$ cat src/rtl/seq_ctrl.sv
// Instruction sequencer: req/ack fetch with timeout, decode of the 2-bit class, one-cycle execute.
// Define SEQ_SINGLE_STEP_EN to add a 'step' input that holds after each execute until a rising edge.
module seq_ctrl #(
  parameter int ADDR_W  = 8,
  parameter int TIMEOUT = 15
) (
  input  logic              clk,
  input  logic              reset,
`ifdef SEQ_SINGLE_STEP_EN
  input  logic              step,
`endif
  output logic              imem_req,
  output logic [ADDR_W-1:0] imem_addr,
  input  logic              imem_ack,
  input  logic [7:0]        imem_data,
  input  logic              cond_true,
  input  logic [ADDR_W-1:0] jump_target,
  output logic [2:0]        alu_mode,
  output logic [2:0]        rf_raddr,
  output logic [2:0]        rf_waddr,
  output logic              rf_we,
  output logic [1:0]        wsel,
  output logic [5:0]        imm,
  output logic              iport_re,
  output logic              oport_we,
  output logic [1:0]        state,
  output logic              fault
);

  typedef enum logic [1:0] {FETCH = 2'd0, DECODE = 2'd1, EXEC = 2'd2, FAULT = 2'd3} state_e;

  localparam logic [7:0] TimeoutCnt = 8'(TIMEOUT);

  state_e            state_q;
  logic [ADDR_W-1:0] pc_q, pc_d;
  logic [7:0]        instr_q, cnt_q;
  logic              req_q, fault_q;
  logic [2:0]        alu_q, raddr_q, waddr_q;
  logic [1:0]        wsel_q;
  logic [5:0]        imm_q;
  logic              we_q, ire_q, owe_q;
  logic [2:0]        alu_d, raddr_d, waddr_d;
  logic [1:0]        wsel_d;
  logic [5:0]        imm_d;
  logic              we_d, ire_d, owe_d;
`ifdef SEQ_SINGLE_STEP_EN
  logic              hold_q, step_q;
`endif

  // Index 6 addresses the I/O port and index 7 is reserved, which turns a COPY into a NOP.
  always_comb begin
    alu_d   = 3'd0;
    raddr_d = 3'd0;
    waddr_d = 3'd0;
    wsel_d  = 2'd0;
    imm_d   = 6'd0;
    we_d    = 1'b0;
    ire_d   = 1'b0;
    owe_d   = 1'b0;
    case (instr_q[7:6])
      2'b00: begin
        we_d  = 1'b1;
        imm_d = instr_q[5:0];
      end
      2'b01: begin
        we_d    = 1'b1;
        waddr_d = 3'd3;
        wsel_d  = 2'd1;
        alu_d   = instr_q[2:0];
      end
      2'b10: begin
        if (instr_q[5:3] != 3'd7 && instr_q[2:0] != 3'd7) begin
          if (instr_q[5:3] == 3'd6) begin
            ire_d  = 1'b1;
            wsel_d = 2'd3;
          end else begin
            raddr_d = instr_q[5:3];
            wsel_d  = 2'd2;
          end
          if (instr_q[2:0] == 3'd6) begin
            owe_d = 1'b1;
          end else begin
            we_d    = 1'b1;
            waddr_d = instr_q[2:0];
          end
        end
      end
      default: ;
    endcase
    pc_d = (instr_q[7:6] == 2'b11 && cond_true) ? jump_target : pc_q + ADDR_W'(1);
  end

  // Decoded fields are loaded in DECODE and cleared every other cycle, so they pulse only in EXEC.
  always_ff @(posedge clk or negedge reset) begin
    if (!reset) begin
      state_q <= FETCH;
      pc_q    <= '0;
      instr_q <= 8'd0;
      cnt_q   <= 8'd0;
      req_q   <= 1'b0;
      fault_q <= 1'b0;
      alu_q   <= 3'd0;
      raddr_q <= 3'd0;
      waddr_q <= 3'd0;
      wsel_q  <= 2'd0;
      imm_q   <= 6'd0;
      we_q    <= 1'b0;
      ire_q   <= 1'b0;
      owe_q   <= 1'b0;
`ifdef SEQ_SINGLE_STEP_EN
      hold_q  <= 1'b0;
      step_q  <= 1'b0;
`endif
    end else begin
      alu_q   <= 3'd0;
      raddr_q <= 3'd0;
      waddr_q <= 3'd0;
      wsel_q  <= 2'd0;
      imm_q   <= 6'd0;
      we_q    <= 1'b0;
      ire_q   <= 1'b0;
      owe_q   <= 1'b0;
`ifdef SEQ_SINGLE_STEP_EN
      step_q  <= step;
`endif
      case (state_q)
        FETCH: begin
          if (!req_q) begin
            req_q <= 1'b1;
          end else if (imem_ack) begin
            instr_q <= imem_data;
            req_q   <= 1'b0;
            cnt_q   <= 8'd0;
            state_q <= DECODE;
          end else if (cnt_q + 8'd1 == TimeoutCnt) begin
            req_q   <= 1'b0;
            cnt_q   <= 8'd0;
            fault_q <= 1'b1;
            state_q <= FAULT;
          end else begin
            cnt_q <= cnt_q + 8'd1;
          end
        end
        DECODE: begin
          alu_q   <= alu_d;
          raddr_q <= raddr_d;
          waddr_q <= waddr_d;
          wsel_q  <= wsel_d;
          imm_q   <= imm_d;
          we_q    <= we_d;
          ire_q   <= ire_d;
          owe_q   <= owe_d;
          state_q <= EXEC;
        end
        EXEC: begin
`ifdef SEQ_SINGLE_STEP_EN
          // Only a rising edge seen while holding releases the sequencer.
          if (!hold_q) begin
            pc_q   <= pc_d;
            hold_q <= 1'b1;
          end else if (step && !step_q) begin
            hold_q  <= 1'b0;
            req_q   <= 1'b1;
            state_q <= FETCH;
          end
`else
          pc_q    <= pc_d;
          req_q   <= 1'b1;
          state_q <= FETCH;
`endif
        end
        FAULT: begin
          fault_q <= 1'b1;
          req_q   <= 1'b0;
        end
      endcase
    end
  end

  assign imem_req  = req_q;
  assign imem_addr = pc_q;
  assign alu_mode  = alu_q;
  assign rf_raddr  = raddr_q;
  assign rf_waddr  = waddr_q;
  assign rf_we     = we_q;
  assign wsel      = wsel_q;
  assign imm       = imm_q;
  assign iport_re  = ire_q;
  assign oport_we  = owe_q;
  assign state     = state_q;
  assign fault     = fault_q;

endmodule

$ cat config.mk
export PLATFORM = sky130hd
export DESIGN_NAME = seq_ctrl
export DESIGN_NICKNAME = d
export VERILOG_FILES = /design/src/rtl/seq_ctrl.sv
export SDC_FILE = /design/constraint.sdc
export NUM_CORES = 1
export LEC_CHECK = 0
export CAP_MARGIN = 0
export CELL_PAD_IN_SITES_DETAIL_PLACEMENT = 1
export CELL_PAD_IN_SITES_GLOBAL_PLACEMENT = 2
export CORE_MARGIN = 2
export CORE_UTILIZATION = 30
export CTS_CLUSTER_SIZE = 14
export DETAILED_ROUTE_END_ITERATION = 12
export HOLD_SLACK_MARGIN = 0.03
export PLACE_DENSITY = 0.79
export SYNTH_ARGS = -nofsm -noshare
export SYNTH_HDL_FRONTEND = slang
export SYNTH_SLANG_ARGS = --single-unit
$ cat constraint.sdc
create_clock -name clk -period 2.08 [get_ports clk]
set_input_delay 0.52 -clock clk [delete_from_list [all_inputs] [get_ports clk]]
set_output_delay 0.52 -clock clk [all_outputs]
set_load 0.03 [all_outputs]
==> qor.yml <==
outcome:
  status: "completed"
flow_run:
  maxCapViolCount: 0
detailed_routing:
  route.vias.total: 1808
  via_per_inst: 4.821
  final_antenna_net_count: 0
  avgRoutedWirePerCell_um: 15.22
  drt_first_pass_iters: 4
  wirelength_um: 5707
  drt_iter0_markers: 62
  drcViolationCount: 0
global_routing:
  grt_pass1_vias: 1967
  grt_use_total_pct: 14.69
  overflow: 0
  antenna_found_initial: 0
  grt_pass1_wl_um: 9680
  grt_start_max_net_pins: 20
sta:
  slew_viol_final: 0
  max-slew-margin-rel_pct: 71.43
  finalSetupViolCount: 0
  rsz0062_at_grt: "false"
  skew_ps: 10.49
  worstMarginPinSlew_ps: 427.5
  min_period_ps: 2014
  tns_ps: 0
  max_freq_mhz: 496.5
  period_share_pct: 96.84
  hold_viol: 0
finish:
  antenna_cells: 0
  syn_to_final_growth_pct: 34.83
  drive_above_1_share_pct: 10.14
  final_nets: 309
  fill_cells: 831
  regArea_sq_um: 1201
  multi_input_area_sq_um: 993.5
cts:
  postCtsSetupRepairBufs: 0
  tritoncts: "done"
  cts_num_sinks: 48
  clk_pin_slew_worst_paths_ps: 100
  clock_path_buffers: 2
  ctsHtreeMaxLevel: 2
  cts_buffers: 5
  clock_latency_ps: 310
  root_buffer: "clkbuf_8"
pwr:
  ir_drop_mv: 0.5349
  switchingPower_mw: 1.850
  p_leak_nw: 1.392
  pwr_density_cell_nw_per_um2: 1426
  total_power_mw: 4.330
  pwr-share-comb_pct: 46.7
  pwr-share-clk_pct: 16.3
  p_int_mw: 2.481
  swShare_pct: 42.72
  pwr-share-seq_pct: 37.0
logic_synthesis:
  yosysSeqAreaShare_pct: 53.33
  post_synth.cell_area_avg_sq_um: 10.48
  ys.flop_type: "dfrtp_1"
  yosys-top-cells-count: "48 x dfrtp_1, 23 x nand2_1, 19 x a21oi_1"
  synth_area_leader_cell: "dfrtp_1"
  synth_fp_nets: 249
  synth_top_area_share_pct: 53.33
  synth.cell_area_sq_um: 2252
  ys_top_cells_by_area: "dfrtp_1 53%, ha_1 7.8%, a21oi_1 4.2%, mux2_2 4.0%, nand2_1 3.8%"
  synth_edf_count: 0
  netlist-cell-type-count: 35
  synth.most_common_cell: "dfrtp_1"
  syn_inst: 215
  async_reset_ff_share_pct: 100.0
  ys_ff_latch: 48
  yosysWarnings: 0
floorplan:
  placementRows: 31
  die_area_sq_um: 8217
  core_area_sq_um: 7253
  initial_core_util_pct: 31.05
  die_h_um: 90.65
  die_w_um: 90.65
  io_pins: 52
critical_path:
  r2r_start: "cnt_q[0]"
  cp-start-kind: "flop"
  cpMaxStageDelayCell: "clkdlybuf4s50_1"
  cp-end-kind: "primary output"
  crit_type: "reg2out"
  critPathTopFamily: "buffers and inverters"
  cp_data_arrival_time_ps: 1490
  path_buf_inv: 1
  r2r_cells: 6
  crit_path_max_incr_delay_ps: 720
  path_max_fanout: 6
  r2r_setup_slack_ps: 250
  cp_cell_sequence: "clkdlybuf4s50_1"
  cp.required_ps: 1560
  crit_start: "state[1]"
  timing.rr.end: "cnt_q[3]"
place:
  hpwl_um: 4166
  portBuffers: 51
  routabilityCongestion: 0.7849
worst_hold_path:
  hold_class: "in2async"
==> layout make-up <==
type	instances	area share [%]
timing repair buffer	59	18.71
inverter	9	1.112
tap	99	4.079
clock inverter	3	1.566
sequential	48	39.55
clock buffer	5	2.266
multi-input combinational	152	32.72
==> metal layers <==
layer,up-vias,part of all wire [%],track usage (%)
met4,0,1.5,5.385
met3,6,3.1,3.005
li1,880,-,-
met2,31,47,23.94
met5,-,0,0
met1,891,48,19.29
==> state kept, by name, summed over array words and instances, names as in the netlist <==
name / count
iport_re: 1
imem_req: 1
fault: 1
imem_addr: 8
alu_mode: 3
rf_raddr: 3
rf_waddr: 3
rf_we: 1
oport_we: 1
state: 2
imm: 6
cnt_q: 8
wsel: 2
instr_q: 8
==> how the worst max path moves through the flow <==
stage | to | slack [ps] | cells after the start
after floorplan | cnt_q[5] | 360 | 7
after global placement | instr_q[5] | 300 | 4
after detailed placement | cnt_q[3] | 240 | 6
after CTS | state[0] | 9 | 1
after global routing | state[1] | 6 | 1
final | state[1] | 70 | 1
==> cells by family (layout without fill, tap and decap cells) <==
| family | after synthesis | count (layout) | share of synthesized area, % |
|---|---|---|---|
| mux | 12 | 12 | 5.778 |
| compound gates | 49 | 49 | 12.72 |
| xor+xnor | 2 | 2 | 1.111 |
| simple gates | 75 | 75 | 16.72 |
| flops | 48 | 48 | 53.33 |
| buf+inv | 15 | 76 | 2.555 |
| fa+ha+maj | 14 | 14 | 7.778 |
==> per-stage QoR <==
| stage | hold slack, ps | std cells | instance area, sq um | utilization, % | setup WS, ps |
|---|---|---|---|---|---|
| 3_5_place_dp | 476.8 | 367 | 2918 | 40.23 | 243.0 |
| 5_1_grt | 154.9 | 375 | 3037 | 41.87 | 6.083 |
| 6_report | 134.6 | 375 | 3037 | 41.87 | 65.72 |
| 3_3_place_gp | 460.2 | 367 | 2918 | 40.23 | 295.5 |
| 4_1_cts | 143.6 | 375 | 3034 | 41.83 | 8.892 |
| 2_1_floorplan | 224.4 | 215 | 2252 | - | 358.8 |
==> cell usage in the layout, fill, tap and decap left out, drive strengths merged, types with 2 or more instances in the layout <==
cell type	netlist	routed
clkdlybuf4s50	0	49
dfrtp	48	48
nand2	23	23
a21oi	19	19
nand3	15	15
o21ai	14	14
ha	14	14
and3	10	10
inv	9	9
buf	1	9
nor2	8	8
mux2	8	8
nor3	6	6
o22ai	5	5
clkbuf	5	5
mux2i	4	4
nand2b	3	3
and2	2	2
a21boi	2	2
nor4	2	2
a22o	2	2
a211oi	2	2
clkinv	0	2
==> power groups by stage <==
stage	logic [mW]	clock network [mW]	registers, mW
final	2.02	0.704	1.60
after floorplan	0.947	0	1.90
after global placement	2.00	0	1.61
after global routing	2.23	0.763	1.67
after CTS	2.05	0.733	1.61
after detailed placement	2.04	0	1.62
==> timing repair <==
item                                    4_1_cts  5_1_grt
endpoints found under the setup margin        0        1
hold buffers                                  0        0
resized for setup                             0        1
(Power assumes the default switching activity.)
